==> src/rtl/tx_source_switch_ctrl.sv <==
// Switch synchronise/debounce, registered source select and TX PLL reset/lock
// sequencing with bounded retries for the HDMI pass-through clocking.
module tx_source_switch_ctrl #(
    parameter int N_SW            = 2,
    parameter int DEBOUNCE_CYCLES = 250000,
    parameter int CNT_W           = 18,
    parameter int RST_HOLD        = 16,
    parameter int LOCK_TIMEOUT    = 2500000,
    parameter int TO_W            = 22,
    parameter int MAX_RETRY       = 3
) (
    input  logic            clk25,
    input  logic            rstin,
    input  logic [N_SW-1:0] sw_async,
    input  logic            pll_locked,
    output logic [N_SW-1:0] sel,
    output logic            sel_change,
    output logic            pll_reset,
    output logic            tx_ready,
    output logic            lock_fail,
    output logic [1:0]      state_dbg
);

    localparam logic [1:0] ST_RESET_PLL = 2'b00;
    localparam logic [1:0] ST_WAIT_LOCK = 2'b01;
    localparam logic [1:0] ST_RUN       = 2'b10;
    localparam logic [1:0] ST_FAIL      = 2'b11;

    localparam int HOLD_W  = (RST_HOLD > 1) ? $clog2(RST_HOLD) : 1;
    localparam int RETRY_W = (MAX_RETRY > 0) ? $clog2(MAX_RETRY + 1) : 1;

    localparam logic [CNT_W-1:0]   DB_LAST   = CNT_W'(DEBOUNCE_CYCLES - 1);
    localparam logic [HOLD_W-1:0]  HOLD_LAST = HOLD_W'(RST_HOLD - 1);
    localparam logic [TO_W-1:0]    TO_LAST   = TO_W'(LOCK_TIMEOUT - 1);
    localparam logic [RETRY_W-1:0] RETRY_LIM = RETRY_W'(MAX_RETRY);
    localparam logic [2:0]         LOCK_QUAL = 3'd3;

    logic [N_SW-1:0]            sw_meta_q, sw_sync_q;
    logic                       lock_meta_q, lock_sync_q;
    logic [N_SW-1:0]            stable_q, stable_d;
    logic [N_SW-1:0][CNT_W-1:0] cnt_q, cnt_d;
    logic [N_SW-1:0]            sel_q, sel_d;
    logic                       sel_change_q, sel_change_d;
    logic [1:0]                 state_q, state_d;
    logic [HOLD_W-1:0]          hold_q, hold_d;
    logic [TO_W-1:0]            to_q, to_d;
    logic [RETRY_W-1:0]         retry_q, retry_d, retry_next;
    logic [2:0]                 lock_cnt_q, lock_cnt_d;

    // Per-bit debounce: accept a new level only after DEBOUNCE_CYCLES of disagreement.
    always_comb begin
        stable_d = stable_q;
        cnt_d    = cnt_q;
        for (int i = 0; i < N_SW; i++) begin
            if (sw_sync_q[i] == stable_q[i]) begin
                cnt_d[i] = '0;
            end else if (cnt_q[i] >= DB_LAST) begin
                stable_d[i] = sw_sync_q[i];
                cnt_d[i]    = '0;
            end else begin
                cnt_d[i] = cnt_q[i] + 1'b1;
            end
        end
    end

    always_comb begin
        state_d      = state_q;
        sel_d        = sel_q;
        sel_change_d = 1'b0;
        hold_d       = hold_q;
        to_d         = to_q;
        retry_d      = retry_q;
        lock_cnt_d   = '0;
        retry_next   = (retry_q >= RETRY_LIM) ? retry_q : retry_q + 1'b1;

        // A new select always restarts PLL sequencing, whatever the current state.
        if (stable_q != sel_q) begin
            sel_d        = stable_q;
            sel_change_d = 1'b1;
            state_d      = ST_RESET_PLL;
            hold_d       = '0;
            to_d         = '0;
            retry_d      = '0;
        end else begin
            case (state_q)
                ST_RESET_PLL: begin
                    to_d = '0;
                    if (hold_q >= HOLD_LAST) begin
                        hold_d  = '0;
                        state_d = ST_WAIT_LOCK;
                    end else begin
                        hold_d = hold_q + 1'b1;
                    end
                end
                ST_WAIT_LOCK: begin
                    hold_d = '0;
                    if (lock_sync_q) begin
                        lock_cnt_d = (lock_cnt_q >= LOCK_QUAL) ? lock_cnt_q : lock_cnt_q + 1'b1;
                    end
                    // Lock qualification beats a coincident timeout.
                    if (lock_sync_q && (lock_cnt_q >= LOCK_QUAL)) begin
                        state_d = ST_RUN;
                        to_d    = '0;
                    end else if (to_q >= TO_LAST) begin
                        to_d    = '0;
                        retry_d = retry_next;
                        state_d = (retry_next < RETRY_LIM) ? ST_RESET_PLL : ST_FAIL;
                    end else begin
                        to_d = to_q + 1'b1;
                    end
                end
                ST_RUN: begin
                    hold_d  = '0;
                    retry_d = '0;
                    if (!lock_sync_q) begin
                        state_d = ST_RESET_PLL;
                    end
                end
                ST_FAIL: begin
                    hold_d = '0;
                end
                default: begin
                    state_d = ST_RESET_PLL;
                    hold_d  = '0;
                end
            endcase
        end
    end

    always_ff @(posedge clk25 or posedge rstin) begin
        if (rstin) begin
            sw_meta_q    <= '0;
            sw_sync_q    <= '0;
            lock_meta_q  <= 1'b0;
            lock_sync_q  <= 1'b0;
            stable_q     <= '0;
            cnt_q        <= '0;
            sel_q        <= '0;
            sel_change_q <= 1'b0;
            state_q      <= ST_RESET_PLL;
            hold_q       <= '0;
            to_q         <= '0;
            retry_q      <= '0;
            lock_cnt_q   <= '0;
        end else begin
            sw_meta_q    <= sw_async;
            sw_sync_q    <= sw_meta_q;
            lock_meta_q  <= pll_locked;
            lock_sync_q  <= lock_meta_q;
            stable_q     <= stable_d;
            cnt_q        <= cnt_d;
            sel_q        <= sel_d;
            sel_change_q <= sel_change_d;
            state_q      <= state_d;
            hold_q       <= hold_d;
            to_q         <= to_d;
            retry_q      <= retry_d;
            lock_cnt_q   <= lock_cnt_d;
        end
    end

    assign sel        = sel_q;
    assign sel_change = sel_change_q;
    assign pll_reset  = (state_q == ST_RESET_PLL);
    assign tx_ready   = (state_q == ST_RUN);
    assign lock_fail  = (state_q == ST_FAIL);
    assign state_dbg  = state_q;

endmodule

==> config.mk <==
export PLATFORM = sky130hd
export DESIGN_NAME = tx_source_switch_ctrl
export DESIGN_NICKNAME = d
export VERILOG_FILES = /design/src/rtl/tx_source_switch_ctrl.sv
export SDC_FILE = /design/constraint.sdc
export NUM_CORES = 1
export LEC_CHECK = 0
export BUFFER_PORTS_ARGS = -buffer_cell sky130_fd_sc_hd__buf_2
export CAP_MARGIN = 20
export CORE_ASPECT_RATIO = 1.75
export CORE_MARGIN = 2
export CORE_UTILIZATION = 40
export CTS_CLUSTER_DIAMETER = 150
export DETAILED_ROUTE_END_ITERATION = 10
export PLACE_DENSITY = 0.61
export SLEW_MARGIN = 0
export SYNTH_ARGS = -nofsm -noshare
export SYNTH_HDL_FRONTEND = slang
export SYNTH_SLANG_ARGS = --single-unit
export TNS_END_PERCENT = 30
==> constraint.sdc <==
create_clock -name clk25 -period 3.9 [get_ports clk25]
set_input_delay 0.195 -clock clk25 [delete_from_list [all_inputs] [get_ports clk25]]
set_output_delay 0.195 -clock clk25 [all_outputs]
set_load 0.02 [all_outputs]
# Word level (Yosys, flattened, before mapping)
# Index checks and enable logic that the tools add are counted.
totals:
  register_bits: 80
  wordCells: 80
  output_inout_bits: 8
op_classes:
  n_lt_le_gt_ge: 7
  n_bitwise: 2
  eq_ne: 12
  reduce_logical: 10
  muxes: 28
  add_sub_neg: 6
op_table:
  columns: ["operator", "n"]
  rows:
  - ["18-bit 2-to-1 mux", 4]
  - ["22-bit 2-to-1 mux", 3]
  - ["22-bit case mux with 2 select lines", 1]
  - ["18-bit by 1-bit adder with 18-bit output, second input constant", 2]
  - ["18-bit greater-or-equal comparator, second input constant", 2]
  - ["22-bit by 1-bit adder with 22-bit output, second input constant", 1]
  - ["22-bit greater-or-equal comparator, second input constant", 1]
  - ["2-bit 2-to-1 mux", 10]
  - ["3-bit 2-to-1 mux", 4]
  - ["4-bit 2-to-1 mux", 2]
  - ["4-bit != test, second input constant", 2]
  - ["4-bit case mux with 2 select lines", 1]
  - ["3-bit != test, second input constant", 2]
  - ["2-bit case mux with 3 select lines", 1]
  - ["3-bit nonzero test", 2]
  - ["4-bit by 1-bit adder with 4-bit output, second input constant", 1]
  - ["2-bit equality test, second input constant", 2]
  - ["4-bit greater-or-equal comparator, second input constant", 1]
  - ["2-bit case mux with 2 select lines", 1]
  - ["2-bit AND reduction", 2]
  - ["4-bit AND reduction", 1]
  - ["4-bit nonzero test", 1]
  - ["3-bit by 1-bit adder with 3-bit output, second input constant", 1]
  - ["3-bit by 2-bit greater-or-equal comparator with 1-bit output, second input constant", 1]
  - ["14 further kinds", 16]

# Longest topological paths before layout
# Gate-level depths: netlist (run 1).
logic_depth:
  word_depth: 8
  depth_mapped: 9
  depth_no_buf: 7

# Worst setup path before layout (run 1)
# Ideal clock, no wire load.
synth_path:
  path_kind: "reg2reg"
  start: "register state_q[1], in the netlist state_dbg[1]"
  end: "register to_q[10]"
  setup_time_ns: 0.119
  stages_incl_launch_ff: 9
  period_less_slack_ns: 2.043
  t_required_ns: 3.781
  t_arrival_ns: 1.924
  slack_ns: 1.857
  path_cell_list: "dfrtp_1 -> inv_1 -> ha_1 -> clkbuf_1 -> nor2_1 -> and3_1 -> or4_1 -> xnor2_1 -> nor2_1"
synth_between:
  elab_chain_cells: 3
  word_cells_on_any_way: 5
  cone_classes: "1 x eq/ne; 2 x mux; 2 x reduce/logical"
synth_lines:
  columns: ["element", "line", "text"]
  rows:
  - ["start: declaration", "44", "logic [1:0] state_q, state_d;"]
  - ["start signal: assignment", "154", "state_q <= state_d;"]
  - ["2-bit by 1-bit equality test with 1-bit output or 2-bit logical NOT (tied branches)", "85", "case (state_q)"]
  - ["22-bit case mux with 2 select lines", "85", null]
  - ["22-bit 2-to-1 mux", "77", "if (stable_q != sel_q) begin"]
  - ["end signal: assignment", "156", "to_q <= to_d;"]
  - ["end: declaration", "46", "logic [TO_W-1:0] to_q, to_d;"]
# Parallel ways exist; a longest one is shown, timed or not.
# A chain may end at the register's enable or synchronous reset.

# Final worst setup path (run 1)
# Same ends and word-level chain as after synthesis.

==> metrics, run 1 <==
fmax between 400 and 500 MHz; # diodes 0; largest net degree at the start of global routing 47; post-CTS resize count 0; DP Worst Slack between 1.5 and 2 ns; die footprint roughly 0.011 sq mm; Post-synth ARST share 1.00; post-DR vias/cell between 5 and 6; fin util 0.458; drt wl/cell 13.7 um; Final Slew Violations 0; Final TNS setup 0 ns; Post-synth top cells dfrtp_1 (80), nor2_1 (69), xor2_1 (29); Starting DRT DRC Count about 120; post-route cell area 0.00448 sq mm; worst skew pair latency between 0.3 and 0.4 ns; Post-Route Skew 0.00383 ns; drc violations 0; max_cap viols 0; CTS Buffer Depth 2; Cells after Synth 389; clk slew on worst S/H paths around 0.060 ns; first-pass GRT wire length around 13 mm; Pre-antenna DRT Iters 5; library cells used by synthesis 55; period utilisation layout 0.561; Synth Cell Area between 0.003 and 0.004 sq mm; Syn-to-layout area delta 12.1%; most frequent cell after synthesis dfrtp_1; minimum clock period about 2.2 ns; io pins 13; Die X 79.6 um; status complete, but fails checks; Worst Path Required ~4.1 ns; Fin. Hold Viols 27; maximum vdd drop between 200 and 250 uV; RSZ-0062 raised after global routing no; Root Driver clkbuf_16; Total Wirelength about 7.3 mm; Yosys top cell area share 0.501; Total Routing Usage GR 0.152; actual slew at the worst max-slew pin ~0.80 ns; Slew HR 0.467; CORE AREA between 0.009 and 0.01 sq mm; Worst Hold Class input pin to async pin; Die Ht 136 um; via count 2845; gr ovfl total 0; yosys warns 0; Antenna Violating Nets Remaining 0; mean area per synthesized cell 10.3 sq um; Fin Hold WS -0.0242 ns; Register Area 0.00200 sq mm; Reg2Reg Depth 7; dpl hpwl slightly above 5 mm; CTS H-tree depth 3; Post-Syn Nets just over 400; Starting Density 0.408; port bufs 12; pwr dens between 500 and 600 mW/mm^2; final net count 423; area of the multi-input gates approximately 0.0019 sq mm; ys flop type dfrtp_1; Final Setup Violations 0; Seq cells post-synth 80; critical path class register to register; Pleak just under 2 nW; Post-synth EDFFs 0; Site Rows 48; TritonCTS clock tree built; Critical Path Sink Type register; share of post-route cells with drive strength above 1 0.112; Area after DPL around 0.0042 sq mm; GPL Wtd Cong about 0.8; crit-path max FO 13; post-CTS setup buffers 0; TritonCTS Sinks 80; # fillers roughly 910; violated checks negative hold slack; ranking of synthesized cells by area dfrtp_1 (50%), nor2_1 (6.5%), xor2_1 (6.4%); worst setup margin approximately 1.7 ns; WP data arrival about 2.4 ns; CTS Buf Count 9; initial antenna violation count 0; area leader, netlist dfrtp_1; sequential area share after synthesis 0.501; CP startpoint kind register; vias in the first global route roughly 2900
-- path summary, 6_finish.rpt --
path | from | to | slack (ns)
worst max-delay path | state_dbg[1] | to_q[10] | 1.71
worst min-delay path | rstin | lock_meta_q | -0.02
worst max register to register | state_dbg[1] | to_q[10] | 1.71
worst min register to register | sw_meta_q[0] | sw_sync_q[0] | 0.35
max in group asynchronous | rstin | to_q[4] | 2.99
min in group clk25 | sw_meta_q[0] | sw_sync_q[0] | 0.35
-- placed cells by master, fill, tap and decap left out, types with 2 or more instances in the layout --
master and count:
mux2_1 3, or3_1 2, o21ai_0 6, nand4_1 12, buf_2 12, inv_1 11, nand3_1 25, a21oi_1 10
and3_1 14, a31o_2 2, a21boi_1 2, xor2_1 29, and2_1 3, nand2_1 20, nor3_1 9, a41oi_1 2
nor4_2 2, a31oi_1 3, a211o_1 2, ha_1 11, or4_1 3, clkinvlp_4 2, and4_1 4, o41a_1 2
nor2_1 69, dfrtp_1 80, clkbuf_16 9, o211ai_1 3, dlygate4sd3_1 3, a22o_1 3, xnor2_1 24, clkinv_2 4
-- per-layer routing --
layer / vias up / global-route usage / wire length (um)
met5: - / 0 / 0
met4: 0 / 0.0699 / 160
met3: 15 / 0.0398 / 213
met2: 43 / 0.258 / 3840
met1: 1394 / 0.178 / 3130
li1: 1393 / - / -
-- area by class of cell --
| cell class | instances | area share |
|---|---|---|
| clock buffer | 10 | 0.0511 |
| multi-input combinational | 288 | 0.422 |
| inverter | 12 | 0.0103 |
| sequential | 80 | 0.447 |
| timing repair buffer | 16 | 0.0218 |
| tap | 125 | 0.0349 |
| clock inverter | 6 | 0.0134 |
-- critical path: stages, from the launching register on --
cell	delay (ns)
dfrtp_1	0.41
inv_1	0.12
ha_1	0.33
nor2_1	0.11
and3_1	0.31
or4_1	0.58
xnor2_1	0.15
nor2_1	0.05
-- report_power, final --
part,internal [mW],total [mW],switching [mW]
combinational,0.215,0.578,0.363
sequential,0.892,0.946,0.0545
clock,0.492,0.819,0.328
-- metrics by stage --
step	total power, mW	instances
2_1_floorplan	1.45	389
4_1_cts	2.38	537
5_1_grt	2.49	537
3_3_place_gp	1.53	518
6_report	2.34	537
3_5_place_dp	1.54	518
-- flip-flops by register name (all words and copies together), names as in the netlist, 2 cells and up --
register and flops:
cnt_q 36, to_q 22, hold_q 4, lock_cnt_q 3
retry_q 2, sel 2, stable_q 2, state_dbg 2
sw_meta_q 2, sw_sync_q 2
-- logic make-up after synthesis --
family / share of synthesized area
buf+inv: 0.0266
compound gates: 0.0889
fa+ha+maj: 0.0344
flops: 0.501
xor+xnor: 0.116
mux: 0.0113
simple gates: 0.222
-- repair_timing --
item	in CTS	in global routing
endpoints found under the hold margin	3	0
setup endpoints to repair	0	0
hold buffers	3	0
No activity file was read; power rests on OpenSTA's default activity.
==> inputs of run 2 (changes only) <==
==> constraint.sdc (replaced) <==
create_clock -name clk25 -period 2.15 [get_ports clk25]
set_input_delay 0.1075 -clock clk25 [delete_from_list [all_inputs] [get_ports clk25]]
set_output_delay 0.1075 -clock clk25 [all_outputs]
set_load 0.02 [all_outputs]
==> metrics, run 2 (synthesis results as in run 1) <==
WP data arrival 2.26 ns (-0.14 ns); commonest non-fill, non-tap cells in the layout dfrtp_1 (79), nor2_1 (69), xor2_1 (29), nand3_1 (25), xnor2_1 (24); Int Pwr 3.15 mW (+97%); fmax 490 MHz (+7.2%); Site Rows 48 (unchanged); status finished clean; Slew HR 0.571 (+0.104); RSZ-0062 raised after global routing no; placed cell count 531 (+2.5%); Fin Hold WS 0.348 ns (+0.372 ns); Antenna Violating Nets Remaining 0 (unchanged); Logic pwr share 0.275 (+0.029); Die Ht 136 um (unchanged); initial antenna violation count 0 (unchanged); Hold Startpoint sw_meta_q[1]; Worst Hold Class register to register; first-pass GRT wire length 13.6 mm (+5.5%); CORE AREA 0.00979 sq mm (unchanged); actual slew at the worst max-slew pin 0.639 ns (-0.159 ns); minimum clock period 2.04 ns (-0.147 ns); io pins 13 (unchanged); Switch Pwr 1.39 mW (+86%); Reg2Reg Setup Slack 0.11 ns (-1.60 ns); Total Routing Usage GR 0.159 (+0.00722); Syn-to-layout area delta 15.9%; Fin. Hold Viols 0 (-100%); Final Slew Violations 0 (unchanged); maximum vdd drop 558 uV (+130%); worst reg2reg startpoint lock_cnt_q[0]; post-DR vias/cell 5.29 (about the same); port bufs 12 (unchanged); Regs by FF count cnt_q x36, to_q x22, hold_q x4; critical path class register to register; Crit. Startpoint lock_cnt_q[0]; Pleak 2.06 nW (+4.2%); CTS H-tree depth 3 (unchanged); clk slew on worst S/H paths 0.06 ns (about the same); pwr dens 979 mW/mm^2 (+87%); period utilisation layout 0.949 (+0.388); max reg flops 36 (unchanged); drc violations 0 (unchanged); Pre-antenna DRT Iters 4 (-1); TritonCTS clock tree built; Worst Path Required 2.37 ns (-1.74 ns); worst skew pair latency 0.34 ns (about the same); final net count 437 (+3.3%); Final TNS setup 0 ns (unchanged); # diodes 0 (unchanged); TritonCTS Sinks 80 (unchanged); total power 4.54 mW (+94%); Root Driver clkbuf_16; largest net degree at the start of global routing 81 (+72%); Starting DRT DRC Count 159 (+29%); commonest non-fill, non-tap cell in the layout dfrtp_1; drt wl/cell 13.9 um (+1.9%); share of power burned in registers 0.378 (-0.026); Post-Route Skew 0.00615 ns (+0.00232 ns); Final Setup Violations 0 (unchanged); CP startpoint kind register; share of post-route cells with drive strength above 1 0.139 (+0.0272); switch share 0.306 (-0.0121); CTS Buffer Depth 2 (unchanged); CTS Buf Count 9 (unchanged); vias in the first global route 2970 (+3.2%); crit-path max FO 6 (-7); Layout Cells excl Fill 550 (+2.4%); via count 2912 (+2.4%); Starting Density 0.408 (unchanged); Total Wirelength 7.66 mm (+4.4%); dpl hpwl 5.37 mm (+4.7%); Largest Register cnt_q; Die X 79.6 um (unchanged); clock network fraction of total power 0.347 (-0.003); max_cap viols 0 (unchanged); Critical Path Sink Type register; gr ovfl total 0 (unchanged); GPL Wtd Cong 0.783 (-3.5%); die footprint 0.0108 sq mm (unchanged)
[run 2: power groups by stage]
| stage | logic, mW | clock network [mW] | registers [mW] |
|---|---|---|---|
| after floorplan | 0.886 | 0 | 1.74 |
| after global placement | 1.21 | 0 | 1.73 |
| after detailed placement | 1.24 | 0 | 1.74 |
| after CTS | 1.25 | 1.62 | 1.72 |
| after global routing | 1.38 | 1.67 | 1.74 |
| final | 1.25 | 1.57 | 1.72 |
[run 2: metal layers]
| metal | part of all wire | GRT usage |
|---|---|---|
| met1 | 0.42 | 0.183 |
| met3 | 0.021 | 0.0272 |
| met2 | 0.53 | 0.278 |
| met4 | 0.030 | 0.0843 |
| met5 | 0 | 0 |
[run 2: through the flow]
stage | utilization | area, sq um | setup slack (ns)
detailed placement | 0.438 | 4290 | 0.0540
global placement | 0.438 | 4290 | 0.174
global route | 0.473 | 4630 | 0.00374
CTS | 0.473 | 4630 | 0.0542
finish | 0.473 | 4630 | 0.109
floorplan | - | 4000 | 0.107
[run 2: final timing paths]
path | cells past startpoint | end
min in group asynchronous | 4 | cnt_q[10]
max in group asynchronous | 4 | lock_cnt_q[0]
worst max-delay path | 7 | retry_q[0]
worst min register to register | 0 | sw_sync_q[1]
worst min-delay path | 0 | sw_sync_q[1]
worst max register to register | 7 | retry_q[0]
[run 2: area by class of cell]
cell class                      count  area [sq um]
Fill cell                         908          5150
Sequential cell                    80          2000
Multi-Input combinational cell    288          1890
Clock buffer                       11           233
Timing Repair Buffer               30           230
Tap cell                          125           156
Clock inverter                      4          70.1
Inverter                           12          48.8
[run 2: repair_timing]
item / 4_1_cts / 5_1_grt
setup endpoints to repair: 0 / 6
gates resized for setup: 0 / 2
buffers inserted: 0 / 0
hold buffers: 4 / 0
hold endpoints to repair: 83 / 0
[run 2: critical path, cell delays in order (launching register included)]
cell	delay, ns
dfrtp_2	0.44
ha_1	0.22
ha_1	0.23
a211o_1	0.26
a31oi_1	0.23
nor2_1	0.08
a21oi_2	0.14
mux2_1	0.33
==> inputs of run 3 (changes only) <==
--- a/config.mk
+++ b/config.mk
@@ -13,6 +13,7 @@
 export CTS_CLUSTER_DIAMETER = 150
 export DETAILED_ROUTE_END_ITERATION = 10
 export PLACE_DENSITY = 0.61
+export REMOVE_ABC_BUFFERS = 1
 export SLEW_MARGIN = 0
 export SYNTH_ARGS = -nofsm -noshare
 export SYNTH_HDL_FRONTEND = slang
==> metrics, run 3 (synthesis results as in run 1) <==
CTS Buf Count 9 (unchanged); worst setup margin 0.128 ns (+0.0189 ns); status finished clean; CP startpoint kind register; first-pass GRT wire length 13.4 mm (-1.4%); actual slew at the worst max-slew pin 0.555 ns (-0.0845 ns); worst reg2reg startpoint lock_cnt_q[0]; critical path class register to register; Pre-antenna DRT Iters 4 (unchanged); Worst Path Required 2.37 ns (about the same); Site Rows 48 (unchanged); Regs by FF count cnt_q x36, to_q x22, hold_q x4; # diodes 0 (unchanged); worst skew pair latency 0.34 ns (about the same); fmax 494 MHz (+0.94%); Final TNS setup 0 ns (unchanged); TritonCTS clock tree built; Reg2Reg Setup Slack 0.13 ns (+0.02 ns); port bufs 12 (unchanged); CTS H-tree depth 3 (unchanged); io pins 13 (unchanged); pwr dens 1000 mW/mm^2 (+2.3%); Final Setup Violations 0 (unchanged); GPL Wtd Cong 0.792 (+1.1%); vias in the first global route 2987 (+0.57%); Final Slew Violations 0 (unchanged); Root Driver clkbuf_16; post-DR vias/cell 5.26 (-0.69%); Starting Density 0.408 (unchanged); maximum vdd drop 515 uV (-7.8%); area of the multi-input gates 0.00189 sq mm (unchanged); Reg2Reg Depth 7 (unchanged); # fillers 903 (-0.55%); share of post-route cells with drive strength above 1 0.144 (+0.00471); Starting DRT DRC Count 134 (-16%); dpl hpwl 5.51 mm (+2.6%); Total Routing Usage GR 0.157 (-0.00272); Worst Hold Class input pin to async pin; drc violations 0 (unchanged); TritonCTS Sinks 80 (unchanged); minimum clock period 2.02 ns (-0.0189 ns); Post-Route Skew 0.00613 ns (-0.0000218 ns); Antenna Violating Nets Remaining 0 (unchanged); WP data arrival 2.24 ns (-0.02 ns); post-CTS setup buffers 0 (unchanged); max reg flops 36 (unchanged); Syn-to-layout area delta 16.4%; crit-path max FO 6 (unchanged); final net count 436 (-0.23%); Largest Register cnt_q; R2R Path End retry_q[0]; Die X 79.6 um (unchanged); Register Area 0.00200 sq mm (unchanged); period utilisation layout 0.941 (-0.00881); Critical Path Sink Type register; DP Worst Slack 0.0951 ns (+0.0412 ns); gr ovfl total 0 (unchanged); Fin. Hold Viols 0 (unchanged); largest net degree at the start of global routing 36 (-56%); Pleak 2.07 nW (+0.50%); Slew HR 0.627 (+0.0565); commonest non-fill, non-tap cell in the layout dfrtp_1; die footprint 0.0108 sq mm (unchanged); via count 2892 (-0.69%); drt wl/cell 13.9 um (-0.40%); CTS Buffer Depth 2 (unchanged); Die Ht 136 um (unchanged); Total Wirelength 7.63 mm (-0.40%); max_cap viols 0 (unchanged); clk slew on worst S/H paths 0.06 ns (about the same); CORE AREA 0.00979 sq mm (unchanged); commonest non-fill, non-tap cells in the layout dfrtp_1 (79), nor2_1 (69), xor2_1 (29), nand3_1 (25), xnor2_1 (24); initial antenna violation count 0 (unchanged)
-- run 3: layout make-up --
type | instances | share of cell area
sequential | 80 | 0.430
inverter | 12 | 0.00995
timing repair buffer | 29 | 0.0452
multi-input combinational | 288 | 0.407
clock buffer | 9 | 0.0484
tap | 125 | 0.0336
clock inverter | 7 | 0.0258
-- run 3: through the flow --
stage | area, sq um | hold WS [ns] | power (mW) | util | std cells
after floorplan | 3940 | 0.139 | 2.54 | - | 380
after global placement | 4260 | 0.162 | 2.91 | 0.436 | 530
after detailed placement | 4260 | 0.170 | 2.93 | 0.436 | 530
after CTS | 4650 | 0.347 | 4.72 | 0.475 | 550
after global routing | 4650 | 0.353 | 4.94 | 0.475 | 550
final | 4650 | 0.341 | 4.67 | 0.475 | 550
-- run 3: repair_timing --
item,in CTS,in global routing
setup endpoints to repair,0,1
hold buffers,4,0
hold endpoints to repair,31,0
gates resized for setup,0,2
-- run 3: worst max-delay path by stage --
| stage | startpoint | endpoint | slack (ns) |
|---|---|---|---|
| after floorplan | rstin | cnt_q[0] | -0.009 |
| after global placement | lock_cnt_q[0] | retry_q[0] | 0.16 |
| after CTS | lock_cnt_q[0] | retry_q[0] | 0.08 |
| final | lock_cnt_q[0] | retry_q[0] | 0.13 |
| after detailed placement | lock_cnt_q[0] | retry_q[0] | 0.1 |
| after global routing | lock_cnt_q[0] | retry_q[0] | -0.002 |
-- run 3: power by group --
group | internal, mW | total (mW) | switching (mW)
combinational | 0.494 | 1.19 | 0.696
clock | 1.14 | 1.75 | 0.619
sequential | 1.62 | 1.72 | 0.103
total | 3.25 | 4.67 | 1.42
-- run 3: layer usage --
layer | vias to the layer above | global-route usage | wire (um)
li1 | 1418 | - | -
met2 | 28 | 0.274 | 4050
met5 | - | 0 | 0
met3 | 12 | 0.0339 | 182
met1 | 1434 | 0.176 | 3240
met4 | 0 | 0.0795 | 159
-- run 3: worst max-delay path: stages, from the launching register on --
cell and delay [ns]:
dfrtp_2 0.44, ha_1 0.21, ha_1 0.23, a211o_1 0.26
a31oi_1 0.21, nor2_1 0.08, a21oi_2 0.13, mux2_1 0.34
